**config.mk**
```make
export PLATFORM = sky130hd
export DESIGN_NAME = stream_downsize
export DESIGN_NICKNAME = d
export VERILOG_FILES = /design/src/rtl/stream_downsize_pkg.sv /design/src/rtl/stream_downsize.sv
export SDC_FILE = /design/constraint.sdc
export NUM_CORES = 1
export LEC_CHECK = 0
export CORE_AREA = 2 2 39 41
export CTS_BUF_LIST = sky130_fd_sc_hd__clkbuf_8
export DETAILED_ROUTE_END_ITERATION = 6
export DIE_AREA = 0 0 41 43
export HOLD_SLACK_MARGIN = 0.03
export PLACE_DENSITY = 0.8
export SLEW_MARGIN = 20
export SYNTH_ARGS = -nofsm -noshare
export SYNTH_HDL_FRONTEND = slang
export SYNTH_SLANG_ARGS = --single-unit
```
**constraint.sdc**
```tcl
create_clock -name clk -period 4.7 [get_ports clk]
set_clock_uncertainty 0.1 [all_clocks]
set_input_delay 0.47 -clock clk [delete_from_list [all_inputs] [get_ports clk]]
set_output_delay 0.47 -clock clk [all_outputs]
set_load 0.05 [all_outputs]
```
**src/rtl/stream_downsize_pkg.sv**
```systemverilog
// Shared types for the stream width-conversion blocks.
package stream_downsize_pkg;

  // Downsizer holding-register occupancy: empty, low/first half pending,
  // second half pending.
  typedef enum logic [1:0] {
    ST_EMPTY  = 2'd0,
    ST_FIRST  = 2'd1,
    ST_SECOND = 2'd2
  } ds_state_t;

endpackage

```
**src/rtl/stream_downsize.sv**
```systemverilog
// Splits each 2*DATA_WD input beat into two DATA_WD output beats.
// A one-entry holding register lets the next input beat load on the same
// cycle the current second half leaves, so the output can run at one beat
// per cycle.
module stream_downsize
  import stream_downsize_pkg::*;
#(
  parameter int DATA_WD   = 4,
  parameter bit LOW_FIRST = 1'b1
) (
  input  logic                 clk,
  input  logic                 rst,
  input  logic                 s_valid,
  input  logic [2*DATA_WD-1:0] s_data,
  input  logic                 s_last,
  output logic                 s_ready,
  output logic                 m_valid,
  output logic [DATA_WD-1:0]   m_data,
  output logic                 m_last,
  input  logic                 m_ready
);

  ds_state_t              state;
  ds_state_t              state_nxt;
  logic [2*DATA_WD-1:0]   buf_data;
  logic                   buf_last;
  logic                   s_fire;
  logic                   m_fire;
  logic [DATA_WD-1:0]     first_half;
  logic [DATA_WD-1:0]     second_half;

  // The register frees up in the same cycle its second half is taken, so
  // m_ready feeds s_ready combinationally. s_ready never looks at s_valid.
  assign s_ready = !rst && ((state == ST_EMPTY) ||
                            ((state == ST_SECOND) && m_ready));
  assign m_valid = (state != ST_EMPTY);
  assign s_fire  = s_valid && s_ready;
  assign m_fire  = m_valid && m_ready;

  // Pick which half of the held beat goes out first.
  if (LOW_FIRST) begin : g_low_first
    assign first_half  = buf_data[DATA_WD-1:0];
    assign second_half = buf_data[2*DATA_WD-1:DATA_WD];
  end else begin : g_high_first
    assign first_half  = buf_data[2*DATA_WD-1:DATA_WD];
    assign second_half = buf_data[DATA_WD-1:0];
  end

  assign m_data = (state == ST_SECOND) ? second_half : first_half;
  assign m_last = (state == ST_SECOND) && buf_last;

  // Next-state logic: hold unless the relevant handshake completes.
  always_comb begin
    // NOTE: default first so every path assigns state_nxt; no latch inferred.
    state_nxt = state;
    case (state)
      ST_EMPTY:  if (s_fire) state_nxt = ST_FIRST;
      ST_FIRST:  if (m_fire) state_nxt = ST_SECOND;
      ST_SECOND: if (m_fire) state_nxt = s_valid ? ST_FIRST : ST_EMPTY;
      default:   state_nxt = ST_EMPTY;
    endcase
  end

  // State and holding register; the buffer only loads on an accepted input.
  always_ff @(posedge clk) begin
    // NOTE: non-blocking assignments so all registers update from
    // pre-edge values.
    if (rst) begin
      state    <= ST_EMPTY;
      // NOTE: the holding register is reset too, so m_data reads 0 after
      // reset instead of stale or X data.
      buf_data <= '0;
      buf_last <= 1'b0;
    end else begin
      state <= state_nxt;
      if (s_fire) begin
        buf_data <= s_data;
        buf_last <= s_last;
      end
    end
  end

endmodule
```
==> results of run 1 <==
final cells by class:
cell class	count	area (sq um)	share of cell area (%)
multi-input combinational	34	318	39.9
sequential	11	220	27.6
timing repair buffer	19	190	23.9
clock buffer	3	41.3	5.18
tap	16	20.0	2.51
clock inverter	1	3.75	0.471
inverter	1	3.75	0.471
flip-flops by register name (all words and copies together) (netlist names):
register  cells
buf_data      8
state         2
buf_last      1
tightest hold or removal path, delay by kind of cell, from the launching register on:
kind,cells,cell delay (ns)
AOI/OAI and AO/OA,1,0.13
and+or+nand+nor,1,0.04
DFF,1,0.34
worst max path at each step:
| stage | cells past startpoint | endpoint | slack, ns |
|---|---|---|---|
| 2_1_floorplan | 2 | s_ready | 2.38 |
| 3_3_place_gp | 3 | s_ready | 1.96 |
| 5_1_grt | 3 | s_ready | 1.88 |
| 4_1_cts | 3 | s_ready | 1.94 |
| 6_report | 3 | s_ready | 1.95 |
| 3_5_place_dp | 3 | s_ready | 1.95 |
metrics by stage:
stage / area, sq um / worst slack (ns) / hold slack (ns)
floorplan: 557 / 2.38 / 0.404
global placement: 752 / 1.96 / 0.441
detailed placement: 752 / 1.95 / 0.448
CTS: 797 / 1.94 / 0.456
global route: 797 / 1.88 / 0.500
finish: 797 / 1.95 / 0.457
power breakdown:
group          internal, mW  switching [mW]
Clock                0.0574          0.0360
Sequential            0.101         0.00388
Combinational        0.0341          0.0303
routing by layer:
layer	track usage (%)	share of wire, %
met5	0	0
met4	6.00	0
met3	6.28	7.8
met1	14.0	47
met2	19.7	45
kinds of logic after synthesis:
kind of cell | share of synthesized area, %
AND/OR/NAND/NOR | 22.2
multiplexers | 32.4
buffers and inverters | 3.37
AO/OA/AOI/OAI | 2.47
flip-flops | 39.6
cells in the mapped netlist (4+ instances only):
cell     instances
dfxtp_1         11
mux2_2           4
mux2_4           9
nor2_1           5
nor2b_1          8
==> key figures, run 1 <==
Yosys
  – Synthesized area per cell: 11.6 sq um
  – Largest area contributor in the netlist: dfxtp_1
  – Yosys reg bits: 11
  – Async S/R FF share, synth: 0%
  – Syn Nets: 61
  – Post-synth EDFFs: 0
  – Synth cell types: 16
  – Area contributors post-synth: dfxtp_1, mux2_4, nor2b_1
  – Syn Inst Count: 48
  – Yosys top cell area share: 39.6%
  – Post-Syn Area: 557 sq um
  – Synth warnings: 0
  – Sequential area share after synthesis: 39.6%
  – Ys flop type: dfxtp_1

Placed design
  – IO buf count: 19
  – Dpl hpwl: 672 um
  – RePlAce Congestion: 0.710
  – Placed cells: 81

CTS
  – TritonCTS Buffers: 3
  – Largest buffer count on any clock path: 2
  – Root Driver: clkbuf_8
  – Clk sink count: 11
  – Later-pin clock latency in the skew report: 0.24 ns
  – H-tree levels: 1
  – Clock slew at reported path FFs: 0.05 ns
  – # Post-CTS Setup Buffers: 0
  – Post_cts resized: 0
  – CTS tree: yes
  – Hold buffer count at CTS: 0

Floorplanning
  – Die area: 1760 sq um
  – Die height: 43 um
  – I/O pin cnt: 20
  – Die W: 41 um
  – Num rows: 14
  – Starting Density: 40.2%
  – Core ar.: 1380 sq um

Detailed routing
  – Drt pass-1 iters: 4
  – Drt drc: 0
  – Vias per inst: 4.62
  – Routed Antenna Nets: 0
  – Wirelength per Cell: 11.6 um
  – Via count: 393
  – Iteration-0 DRC Markers: 8
  – Final wirelength: 984 um

Setup path
  – Crit path capture type: output port
  – CP Launch Point: rst
  – Most common cell on crit path: clkdlybuf4s50_1
  – Reg2reg end: buf_data[4]
  – CP Cell Sequence: clkdlybuf4s50_1, nor3_1, clkdlybuf4s50_1
  – Startpoint class of the critical path: primary input
  – Kind of critical path: in2out
  – Top delay family on crit path: buffers and inverters
  – Arrival time worst endpoint: 2.18 ns
  – Worst path bufs/invs: 2
  – Slowest CP cell: clkdlybuf4s50_1
  – Critical path's largest stage delay: 0.83 ns
  – CP required: 4.13 ns
  – Crit Path Max Fanout: 13
  – R2R Setup Slk: 3.07 ns
  – Reg-to-reg startpoint: state[1]
  – Worst Reg-to-Reg Cells: 3

Finish
  – Fin util: 57.6%
  – Commonest non-fill, non-tap cell in the layout: clkdlybuf4s50_1
  – # fillers: 130
  – Most frequent cells in the layout: clkdlybuf4s50_1, dfxtp_1, mux2_4
  – Antenna cell count: 0
  – Area Overhead vs Synth: 43.1%
  – Layout cells sized above 1: 29.0%
  – Nets: 83
  – Post-route insts no fill: 85

Pwr
  – Worst vdd ir: 160 uV
  – P per Cell Area: 329 nW/um^2
  – Total Power: 263 uW
  – Leakage power total: 0.345 nW

STA
  – Actual slew at the worst max-slew pin: 0.508 ns
  – Setup Viol. Count Final: 0
  – Crit share post-route: 58.6%
  – Slew Limit Fails: 0
  – Max Fclk: 363 MHz
  – Fin crit period: 2.75 ns
  – Final setup TNS: 0 ns
  – Slew Limit Headroom: 66.0%
  – Unrepaired setup endpoints after global routing: no
  – Fin. Hold Viols: 0

Global route
  – All-Layer GR Usage: 12.8%
  – Initial antenna violation count: 0
  – Number of global-route vias before repair: 364
  – First-pass GRT wire length: 1470 um
  – Largest net degree at the start of global routing: 14
  – GRT overflow: 0

Hold path
  – Min-delay src: state[1]
  – Hold path depth: 2
  – Hold Path Class: reg2reg
  – WHS Endpoint: state[1]

Run status
  – Status: finished clean

Flow run
  – Max Cap Viol: 0
Power figures use the tool's default switching activity.
==> inputs of run 2 (changes only) <==
Clock period 4.7 ns to 2.9 ns, I/O delays scaled along.
==> run 2 against run 1 <==
Effect of this change:
- combinational power up 63%
- clock power up 58%
- largest cell class unchanged
- clock-buffer cell count unchanged
- core utilization up 0.54 points
- register-to-register slack worse by 1.8 ns
- hold slack worse by 0.0032 ns
- design area up 0.94%
- highest routed layer is now met4
- via count up 4.3%
- sequential share of layout area down 0.26 points
- global-route usage up 0.93 points
==> key figures, run 2 (synthesized netlist as in run 1, its figures left out) <==
STA
  – Actual slew at the worst max-slew pin: 0.498 ns (-0.00943 ns)
  – Fin crit period: 2.39 ns
  – Fin. Hold Viols: 0 (unchanged)
  – Crit share post-route: 82.5%
  – Slew Limit Fails: 0 (unchanged)
  – Max Fclk: 418 MHz
  – Final setup margin: 0.508 ns (-1.44 ns)
  – Final setup TNS: 0 ns (unchanged)
  – Slew Limit Headroom: 66.7% (+0.63 points)
  – Min Hold Slack: 0.454 ns (-0.00317 ns)
  – Unrepaired setup endpoints after global routing: no
  – Setup Viol. Count Final: 0 (unchanged)

Hold path
  – Min-delay src: state[1]
  – Hold Path Class: reg2reg

Finish
  – Largest Register: buf_data
  – Max reg flops: 8 (unchanged)
  – Largest registers: buf_data (8), state (2), buf_last (1)
  – Finished Cell Area: 805 sq um (+0.94%)
  – Layout cells sized above 1: 30.0% (+1.0 points)
  – Post-route insts no fill: 86 (+1.2%)
  – Nets: 84 (+1.2%)
  – Most frequent cells in the layout: clkdlybuf4s50_1, dfxtp_1, mux2_4
  – Area Overhead vs Synth: 44.5%
  – # fillers: 125 (-3.8%)
  – Antenna cell count: 0 (unchanged)
  – Fin util: 58.1% (+0.54 points)
  – Commonest non-fill, non-tap cell in the layout: clkdlybuf4s50_1

Setup path
  – Reg-to-reg startpoint: state[1]
  – CP Launch Point: state[0]
  – CP required: 2.51 ns (-1.62 ns)
  – Critical path's largest stage delay: 0.70 ns (-0.13 ns)
  – CP Cell Sequence: nand2b_1, mux2_2, clkdlybuf4s50_1
  – Kind of critical path: reg2out
  – Arrival time worst endpoint: 2.00 ns (-0.18 ns)
  – Crit path capture type: output port
  – Startpoint class of the critical path: flip-flop
  – Crit Path Max Fanout: 8 (-5)
  – Slowest CP cell: clkdlybuf4s50_1

Floorplanning
  – Starting Density: 40.2% (unchanged)
  – Core ar.: 1380 sq um (unchanged)
  – Die height: 43 um (unchanged)
  – Die W: 41 um (unchanged)
  – Die area: 1760 sq um (unchanged)
  – Num rows: 14 (unchanged)
  – I/O pin cnt: 20 (unchanged)

Global route
  – All-Layer GR Usage: 13.7% (+0.93 points)
  – First-pass GRT wire length: 1520 um (+3.7%)
  – Initial antenna violation count: 0 (unchanged)
  – Number of global-route vias before repair: 370 (+1.6%)
  – GRT overflow: 0 (unchanged)
  – Largest net degree at the start of global routing: 10 (-4)

CTS
  – # Post-CTS Setup Buffers: 0 (unchanged)
  – Later-pin clock latency in the skew report: 0.23 ns (about the same)
  – Largest buffer count on any clock path: 2 (unchanged)
  – Hold buffer count at CTS: 0 (unchanged)
  – Clk sink count: 11 (unchanged)
  – Post_cts resized: 0 (unchanged)
  – Clock slew at reported path FFs: 0.05 ns (about the same)
  – CTS tree: yes
  – H-tree levels: 1 (unchanged)
  – Root Driver: clkbuf_8
  – TritonCTS Buffers: 3 (unchanged)

Detailed routing
  – DR top layer: met4
  – Wirelength per Cell: 11.6 um (-0.16%)
  – Drt drc: 0 (unchanged)
  – Via count: 410 (+4.3%)
  – Vias per inst: 4.77 (+3.1%)
  – Iteration-0 DRC Markers: 0 (-8)
  – Wire length on met3: 65 um (-16%)
  – Drt pass-1 iters: 1 (-3)
  – Routed met2 length: 474 um (+8.2%)
  – M1 WL: 429 um (-8.1%)
  – Routed Antenna Nets: 0 (unchanged)
  – Final wirelength: 994 um (+1.0%)

Placed design
  – IO buf count: 19 (unchanged)
  – RePlAce Congestion: 0.649 (-8.6%)
  – Area after DPL: 759 sq um (+1.0%)
  – Placed cells: 82 (+1.2%)
  – Dpl hpwl: 715 um (+6.4%)
  – Pre-CTS setup slack: 0.652 ns (-1.30 ns)

Pwr
  – Total Power: 423 uW (+61%)
  – Worst vdd ir: 235 uV (+47%)
  – Leakage power total: 0.349 nW (+1.4%)
  – P per Cell Area: 526 nW/um^2 (+60%)

Run status
  – Status: finished clean

Flow run
  – Max Cap Viol: 0 (unchanged)
==> run 2: cell count changes in the layout (fill, tap and decap cells not counted) <==
cell,change
buf_4,+1
==> run 2: power breakdown <==
part / total [mW] / internal [mW] / switching [mW] / leakage [nW]
clock network: 0.147 / 0.0927 / 0.0548 / 0.0269
registers: 0.170 / 0.164 / 0.00650 / 0.0907
logic: 0.105 / 0.0562 / 0.0491 / 0.232
==> run 2: worst paths after layout <==
check           endpoint  slack, ns  cells after the start
min reg2reg     state[1]       0.45                      2
min             state[1]       0.45                      2
max reg2reg  buf_data[7]       1.27                      3
max            m_data[2]       0.51                      3
==> run 2: final cells by class <==
type                       count  area, sq um  share of cell area [%]
clock inverter                 1         3.75                   0.467
multi-input combinational     34          318                    39.5
inverter                       1         3.75                   0.467
timing repair buffer          20          198                    24.6
clock buffer                   3         41.3                    5.13
tap                           16         20.0                    2.49
sequential                    11          220                    27.4
==> run 2: worst max-delay path: cells and delay by family, from the launching register on <==
kind                   cells  cell delay [ns]
DFF                        1             0.42
muxes                      1             0.37
buffers and inverters      1             0.70
and+or+nand+nor            1             0.28
==> run 2: routing by layer <==
metal	GRT usage, %	up-vias
li1	-	207
met1	15.1	184
met2	20.6	16
met3	6.28	3
met4	8.00	0
met5	0	-
